**config.mk**
```make
export PLATFORM = sky130hd
export DESIGN_NAME = multi_timer
export DESIGN_NICKNAME = d
export VERILOG_FILES = /design/src/rtl/multi_timer.sv
export SDC_FILE = /design/constraint.sdc
export NUM_CORES = 1
export LEC_CHECK = 0
export CAP_MARGIN = 20
export CORE_UTILIZATION = 45
export CTS_BUF_LIST = sky130_fd_sc_hd__clkbuf_4 sky130_fd_sc_hd__clkbuf_8
export CTS_CLUSTER_SIZE = 40
export DETAILED_ROUTE_END_ITERATION = 10
export GPL_TIMING_DRIVEN = 0
export PLACE_DENSITY = 0.65
export SYNTH_ARGS = -nofsm -noshare
export SYNTH_HDL_FRONTEND = slang
export SYNTH_SLANG_ARGS = --single-unit
```
**constraint.sdc**
```tcl
create_clock -name clk -period 6.7 [get_ports clk]
set_input_delay 1.675 -clock clk [delete_from_list [all_inputs] [get_ports clk]]
set_output_delay 1.675 -clock clk [all_outputs]
set_load 0.02 [all_outputs]
```
**src/rtl/multi_timer.sv**
```systemverilog
// Multi-channel programmable timer: per-channel reload/mode registers, gated phase counters
// and registered waveform outputs. Define MULTI_TIMER_IRQ_EN to build the terminal-count irq logic.
module multi_timer #(
    parameter int NCH = 2,
    parameter int CW  = 8,
    parameter int AW  = 2
) (
    input  logic           clk,
    input  logic           rst_n,
    input  logic           wr_en,
    input  logic [AW-1:0]  addr,
    input  logic [CW-1:0]  wdata,
    output logic [CW-1:0]  rdata,
    input  logic [NCH-1:0] gate,
    output logic [NCH-1:0] out,
    output logic [NCH-1:0] irq
);

    logic [NCH-1:0][CW-1:0] phase_all;
    logic [NCH-1:0][2:0]    mode_all;

    generate
        for (genvar gi = 0; gi < NCH; gi++) begin : g_ch
            logic [CW-1:0] n_reg;
            logic [CW-1:0] phase_reg;
            logic [CW-1:0] phase_next;
            logic [2:0]    mode_reg;
            logic          gate_prev_reg;
            logic          done_reg;
            logic          done_next;
            logic          out_reg;
            logic          out_next;
            logic          wr_reload;
            logic          wr_mode;
            logic          valid;
            logic          restart;
            logic          at_end;
            logic          wave;
            logic [CW-1:0] n_minus1;
            logic [CW-1:0] half_n;

            assign wr_reload = wr_en && (addr == AW'(2 * gi));
            assign wr_mode   = wr_en && (addr == AW'(2 * gi + 1));
            assign valid     = (n_reg >= CW'(2));
            assign restart   = (gate[gi] && !gate_prev_reg) || wr_reload || wr_mode;
            assign n_minus1  = n_reg - CW'(1);
            // ceil(n/2) computed without an extra carry bit: floor(n/2) + lsb never overflows
            assign half_n    = (n_reg >> 1) + {{(CW-1){1'b0}}, n_reg[0]};
            assign at_end    = (phase_reg >= n_minus1);

            always_comb begin
                wave = 1'b0;
                case (mode_reg)
                    3'd0:    wave = at_end;
                    3'd1:    wave = (phase_reg != '0);
                    3'd2:    wave = (phase_reg >= half_n);
                    3'd3:    wave = !at_end && !done_reg;
                    default: wave = 1'b0;
                endcase
            end

            // A restart aborts the current period, so the output drops for that edge
            always_comb begin
                phase_next = phase_reg;
                done_next  = done_reg;
                out_next   = 1'b0;
                if (!valid || restart) begin
                    phase_next = '0;
                    done_next  = 1'b0;
                end else if (gate[gi]) begin
                    out_next = wave;
                    if (mode_reg == 3'd3) begin
                        if (at_end)
                            done_next = 1'b1;
                        else
                            phase_next = phase_reg + CW'(1);
                    end else begin
                        phase_next = at_end ? '0 : phase_reg + CW'(1);
                    end
                end
            end

            always_ff @(posedge clk or negedge rst_n) begin
                if (!rst_n) begin
                    n_reg         <= '0;
                    mode_reg      <= '0;
                    phase_reg     <= '0;
                    gate_prev_reg <= 1'b0;
                    done_reg      <= 1'b0;
                    out_reg       <= 1'b0;
                end else begin
                    if (wr_reload)
                        n_reg <= wdata;
                    if (wr_mode)
                        mode_reg <= wdata[2:0];
                    phase_reg     <= phase_next;
                    done_reg      <= done_next;
                    out_reg       <= out_next;
                    gate_prev_reg <= gate[gi];
                end
            end

            assign out[gi]       = out_reg;
            assign phase_all[gi] = phase_reg;
            assign mode_all[gi]  = mode_reg;

`ifdef MULTI_TIMER_IRQ_EN
            logic irq_reg;
            logic irq_next;

            // One pulse per period; in one-shot mode only until done latches
            assign irq_next = valid && !restart && gate[gi] && at_end &&
                              ((mode_reg != 3'd3) || !done_reg);

            always_ff @(posedge clk or negedge rst_n) begin
                if (!rst_n)
                    irq_reg <= 1'b0;
                else
                    irq_reg <= irq_next;
            end

            assign irq[gi] = irq_reg;
`else
            assign irq[gi] = 1'b0;
`endif
        end
    endgenerate

    always_comb begin
        rdata = '0;
        for (int k = 0; k < NCH; k++) begin
            if (addr == AW'(2 * k))
                rdata = phase_all[k];
            else if (addr == AW'(2 * k + 1))
                rdata = {{(CW-3){1'b0}}, mode_all[k]};
        end
    end

endmodule

```
# Word-level counts from Yosys, hierarchy flattened
# Cells that the tools add are included.
totals:
  regBits: 44
  in_bits: 15
  output_inout_bits: 12
  wordCells: 100
op_classes:
  addsub: 6
  n_lt_le_gt_ge: 6
  n_eq_ne: 11
  n_mux: 28
  reduce_logical: 37
op_table:
  columns: ["cell", "n"]
  rows:
  - ["two-way mux 8 bit", 13]
  - [">= comparator 8 bit", 4]
  - ["adder 7 x 1 -> 8 bit", 2]
  - ["adder 8 x 1 -> 8 bit, second input constant", 2]
  - [">= comparator 8 x 2 -> 1 bit, second input constant", 2]
  - ["nonzero test 8 bit", 2]
  - ["subtractor 8 x 1 -> 8 bit, second input constant", 2]
  - ["equality test 3 x 2 -> 1 bit, second input constant", 4]
  - ["two-way mux 1 bit", 12]
  - ["nonzero test 2 bit", 6]
  - ["logical AND 1 bit", 8]
  - ["logical NOT 1 bit", 8]
  - ["one-hot mux 1 bit (4 select lines)", 2]
  - ["equality test 3 x 1 -> 1 bit, second input constant", 2]
  - ["logical NOT 3 bit", 2]
  - ["logical OR 1 bit", 6]
  - ["inequality test 3 bit, second input constant", 2]
  - ["AND reduction 3 bit", 2]
  - ["equality test 2 bit, second input constant", 2]
  - ["AND reduction 2 bit", 2]
  - ["two-way mux 3 bit", 1]
  - ["equality test 2 x 1 -> 1 bit, second input constant", 1]
  - ["logical NOT 2 bit", 1]

# Logic depth before layout (Yosys ltp)
# Gate-level depths: netlist of run 1.
logic_depth:
  depth_word: 7
  ltp_mapped: 11
  ltp_nobuf: 11

# Worst setup path after synthesis of run 1
# OpenSTA, ideal clock, no wires.
synth_timing:
  path_type: "input-to-output"
  start: "input port addr[1]"
  end: "output port rdata[0]"
  arrival_time_ns: 2.504
  path_slack_ns: 2.521
  path_stages: 2
  n_path_buf: 1
  cell_sequence: "buf_2 > mux4_2"
synth_between:
  elab_chain_cells: 5
  word_cells_on_any_way: 8
  cone_classes: "eq/ne (3); mux (4); reduce/logical (1)"
synth_lines:
  columns: ["item", "line", "rtl"]
  rows:
  - ["start: declaration", "11", "input logic [AW-1:0] addr,"]
  - ["equality test 2 x 1 -> 1 bit", "134", "else if (addr == AW'(2 * k + 1))"]
  - ["two-way mux 3 bit", "134", null]
  - ["two-way mux 8 bit", "132", "if (addr == AW'(2 * k))"]
  - ["two-way mux 8 bit", "134", null]
  - ["two-way mux 8 bit (*)", "132", null]
  - ["end: declaration", "13", "output logic [CW-1:0] rdata,"]
# Every way passes the cells marked *; elsewhere a longest branch is shown, timed or not.

# Final worst setup path of run 1
layout_timing:
  start: "input port addr[1]"
  end: "output port rdata[2]"
# Same word-level chain as after synthesis.

==> out/qor.csv, run 1 <==
stage,metric,value,unit
run_status,status,"complete, no violations",
global_routing,total global routing overflow,0,
cts,CTS Buffer Depth,2,
worst_setup_path,startpoint types,input port,
synth,most frequent cells after synthesis,"dfrtp_1 (44), ha_1 (44), nand2_1 (26)",
cts,Post-CTS Setup Repair Bufs,0,
sta,Max Slew Vio Count,0,
worst_setup_path,worst reg2reg path depth,10,
detailed_routing,DR iter-0 viols,146,
detailed_routing,drt total wl,7980,um
final_layout,post-layout util,0.545,
global_routing,vias in the first global route,2703,
detailed_routing,vias per cell,5.57,
sta,"Period Utilization, post-route",0.802,
placed_design,Placed Area,3920,um2
pwr,Pwr Density,215,nW/um2
global_routing,total track usage,0.207,
pwr,VDD IR-drop max,0.150,mV
synth,Synth top area share,0.311,
placed_design,Post-DP HPWL,5990,um
synth,Synth Warn #,0,
flow_run,max_cap viols,0,
worst_setup_path,Worst Path Max Fanout,10,
synth,Post-synth ARST share,1.00,
pwr,Lkg Pwr,0.00177,uW
final_layout,Final nets,454,
cts,CTS tree,yes,
hold_path,worst hold path cell count,1,
synth,Synth Register Bits,44,
sta,TNS Setup,0,ps
detailed_routing,# DRC,0,
cts,root buffer cell,clkbuf_8,
sta,min Tclk post-route,5370,ps
cts,H-tree levels,2,
sta,Setup-failing EPs final,0,
floorplan,FP Rows,31,
synth,Post-Syn Area,3540,um2
floorplan,die area,8220,um2
synth,sequential share of the synthesized area,0.311,
sta,fmax,186,MHz
detailed_routing,WL per Instance,16.1,um
floorplan,Starting Density,0.477,
worst_setup_path,arrival time at the worst endpoint,3700,ps
detailed_routing,DR pass1 iterations,4,
sta,RSZ-0062 raised after global routing,no,
sta,Slew @ Worst Pin,899,ps
sta,number of hold violations in the final report,0,
synth,Synth area leaders,"dfrtp_1 (31%), ha_1 (16%), mux2_2 (6.7%)",
synth,Yosys cell types,60,
cts,CTS Buf Count,5,
final_layout,diodes inserted,0,
hold_path,HP Class,register to register,
worst_setup_path,Crit. End Element,output pin,
synth,Most used DFF post-synth,dfrtp_1,
worst_setup_path,Setup Crit Path Kind,input port to output pin,
cts,Clock Latency Late Sink,310,ps
sta,Worst Skew,15.0,ps
placed_design,Port Buffer Count,24,
global_routing,antenna violations before repair,0,
placed_design,routability-driven placement congestion ratio,0.761,
cts,Sink Count,44,
global_routing,global-route wire length before repair,13600,um
sta,Slew HR,0.396,
floorplan,Chip Width,90.6,um
floorplan,total core area,7410,um2
global_routing,largest net degree at the start of global routing,39,
final_layout,"Area growth, synth to finish",14.3,%
final_layout,Reg area,1100,um2
worst_setup_path,Crit path required time,5030,ps
synth,Yosys top cell by area,dfrtp_1,
final_layout,Fillers,674,
synth,Syn Area/Cell,9.77,um2
floorplan,Die Ht,90.6,um
sta,worst hold slack,504,ps
cts,CTS hold repair buffers,0,
synth,Syn Inst Count,362,
final_layout,share of layout cells above drive strength 1,0.154,
floorplan,io pins,27,
synth,Post-synth EDFFs,0,
cts,PostCTS Resize Cnt,0,
detailed_routing,DR vias,2756,
detailed_routing,post-route antenna net violation count,0,
final_layout,area of the multi-input gates,2260,um2
final_layout,post-route cell area,4040,um2
cts,"Reg clk slew, reported paths",90,ps
[power breakdown]
group | switching (uW) | internal [uW]
registers | 43.3 | 296
logic | 154 | 151
clock network | 103 | 122
total | 300 | 570
[kinds of logic (layout without fill, tap and decap cells)]
| kind of cell | after synthesis | in the layout | share of synthesized area |
|---|---|---|---|
| other | 1 | 2 | 0.00106 |
| AND/OR/NAND/NOR | 117 | 117 | 0.180 |
| buffers and inverters | 36 | 69 | 0.0517 |
| multiplexers | 33 | 33 | 0.111 |
| AO/OA/AOI/OAI | 65 | 65 | 0.134 |
| adder cells (fa/ha/maj) | 44 | 44 | 0.156 |
| flip-flops | 44 | 44 | 0.311 |
| XOR/XNOR | 22 | 22 | 0.0545 |
[per-stage QoR]
stage / setup WS (ps) / cells / total power (uW)
finish: 1330 / 495 / 870
global route: 1250 / 495 / 933
CTS: 1330 / 495 / 878
detailed placement: 1320 / 487 / 652
global placement: 1340 / 486 / 641
floorplan: 2520 / 363 / 563
[area by class of cell]
type                       count  area share
buffer                        14      0.0248
clock buffer                   6      0.0204
clock inverter                 2     0.00960
inverter                      22      0.0204
multi-input combinational    283       0.558
sequential                    44       0.273
tap                           99      0.0307
timing repair buffer          25      0.0632
[layer usage]
layer	share of wire	vias to the layer above	track usage	routed length (um)
met5	0	-	0	0
met4	0.0069	0	0.0497	55
met3	0.029	5	0.0311	235
met2	0.47	48	0.335	3740
met1	0.49	1304	0.291	3950
li1	-	1399	-	-
[critical path: stages]
cell             delay, ps
clkdlybuf4s50_1        580
buf_2                  320
mux4_2                 560
clkdlybuf4s50_1        550
[worst paths after layout]
check | endpoint | start | slack (ps)
setup / recovery | rdata[2] | addr[1] | 1330
hold / removal | g_ch[1].done_reg | g_ch[1].done_reg | 500
max in group asynchronous | g_ch[1].n_reg[6] | rst_n | 5040
min in group asynchronous | g_ch[1].phase_reg[4] | rst_n | 1190
hold reg to reg | g_ch[1].done_reg | g_ch[1].done_reg | 500
setup reg to reg | g_ch[1].phase_reg[0] | g_ch[1].n_reg[5] | 3550
[cells in the final DEF, fill, tap and decap left out, types with 5 or more instances in the layout]
cell type / synthesis / final
o22ai_1: 14 / 14
clkbuf_8: 0 / 6
xnor2_1: 13 / 13
mux2_2: 21 / 21
dfrtp_1: 44 / 44
and3_1: 5 / 5
nand2_1: 26 / 26
mux2i_1: 9 / 9
xor2_1: 9 / 9
inv_1: 22 / 22
nand2b_1: 5 / 5
clkdlybuf4s50_1: 0 / 23
o21ai_0: 7 / 7
buf_2: 5 / 6
ha_1: 44 / 44
a21oi_1: 11 / 11
nor3_1: 11 / 11
a21o_1: 6 / 6
nand3_1: 15 / 15
nor2_1: 21 / 21
buf_4: 5 / 5
(Power assumes the default switching activity.)
==> inputs of run 2 (changes only) <==
==> constraint.sdc (replaced) <==
create_clock -name clk -period 5 [get_ports clk]
set_input_delay 1.25 -clock clk [delete_from_list [all_inputs] [get_ports clk]]
set_output_delay 1.25 -clock clk [all_outputs]
set_load 0.02 [all_outputs]
==> results of run 2 <==
The final DEF is identical to that of run 1. Status: complete, no violations.
Among the figures that moved: setup slack after placement 1320 ps -> 473 ps; setup slack after layout 1330 ps -> 480 ps; register-to-register setup slack 3550 ps -> 1850 ps; total power 870 uW -> 1170 uW; worst IR drop on VDD 0.150 mV -> 0.201 mV
==> inputs of run 3 (changes only) <==
--- a/config.mk
+++ b/config.mk
@@ -5,13 +5,14 @@
 export SDC_FILE = /design/constraint.sdc
 export NUM_CORES = 1
 export LEC_CHECK = 0
-export CAP_MARGIN = 20
+export CAP_MARGIN = 30
 export CORE_UTILIZATION = 45
 export CTS_BUF_LIST = sky130_fd_sc_hd__clkbuf_4 sky130_fd_sc_hd__clkbuf_8
 export CTS_CLUSTER_SIZE = 40
 export DETAILED_ROUTE_END_ITERATION = 10
 export GPL_TIMING_DRIVEN = 0
 export PLACE_DENSITY = 0.65
+export SKIP_CTS_REPAIR_TIMING = 1
 export SYNTH_ARGS = -nofsm -noshare
 export SYNTH_HDL_FRONTEND = slang
 export SYNTH_SLANG_ARGS = --single-unit
==> results of run 3 <==
The final DEF is identical to that of run 1. Status: complete, no violations.
Among the figures that moved: setup slack after placement 1320 ps -> 473 ps; setup slack after layout 1330 ps -> 480 ps; register-to-register setup slack 3550 ps -> 1850 ps; total power 870 uW -> 1170 uW; worst IR drop on VDD 0.150 mV -> 0.201 mV
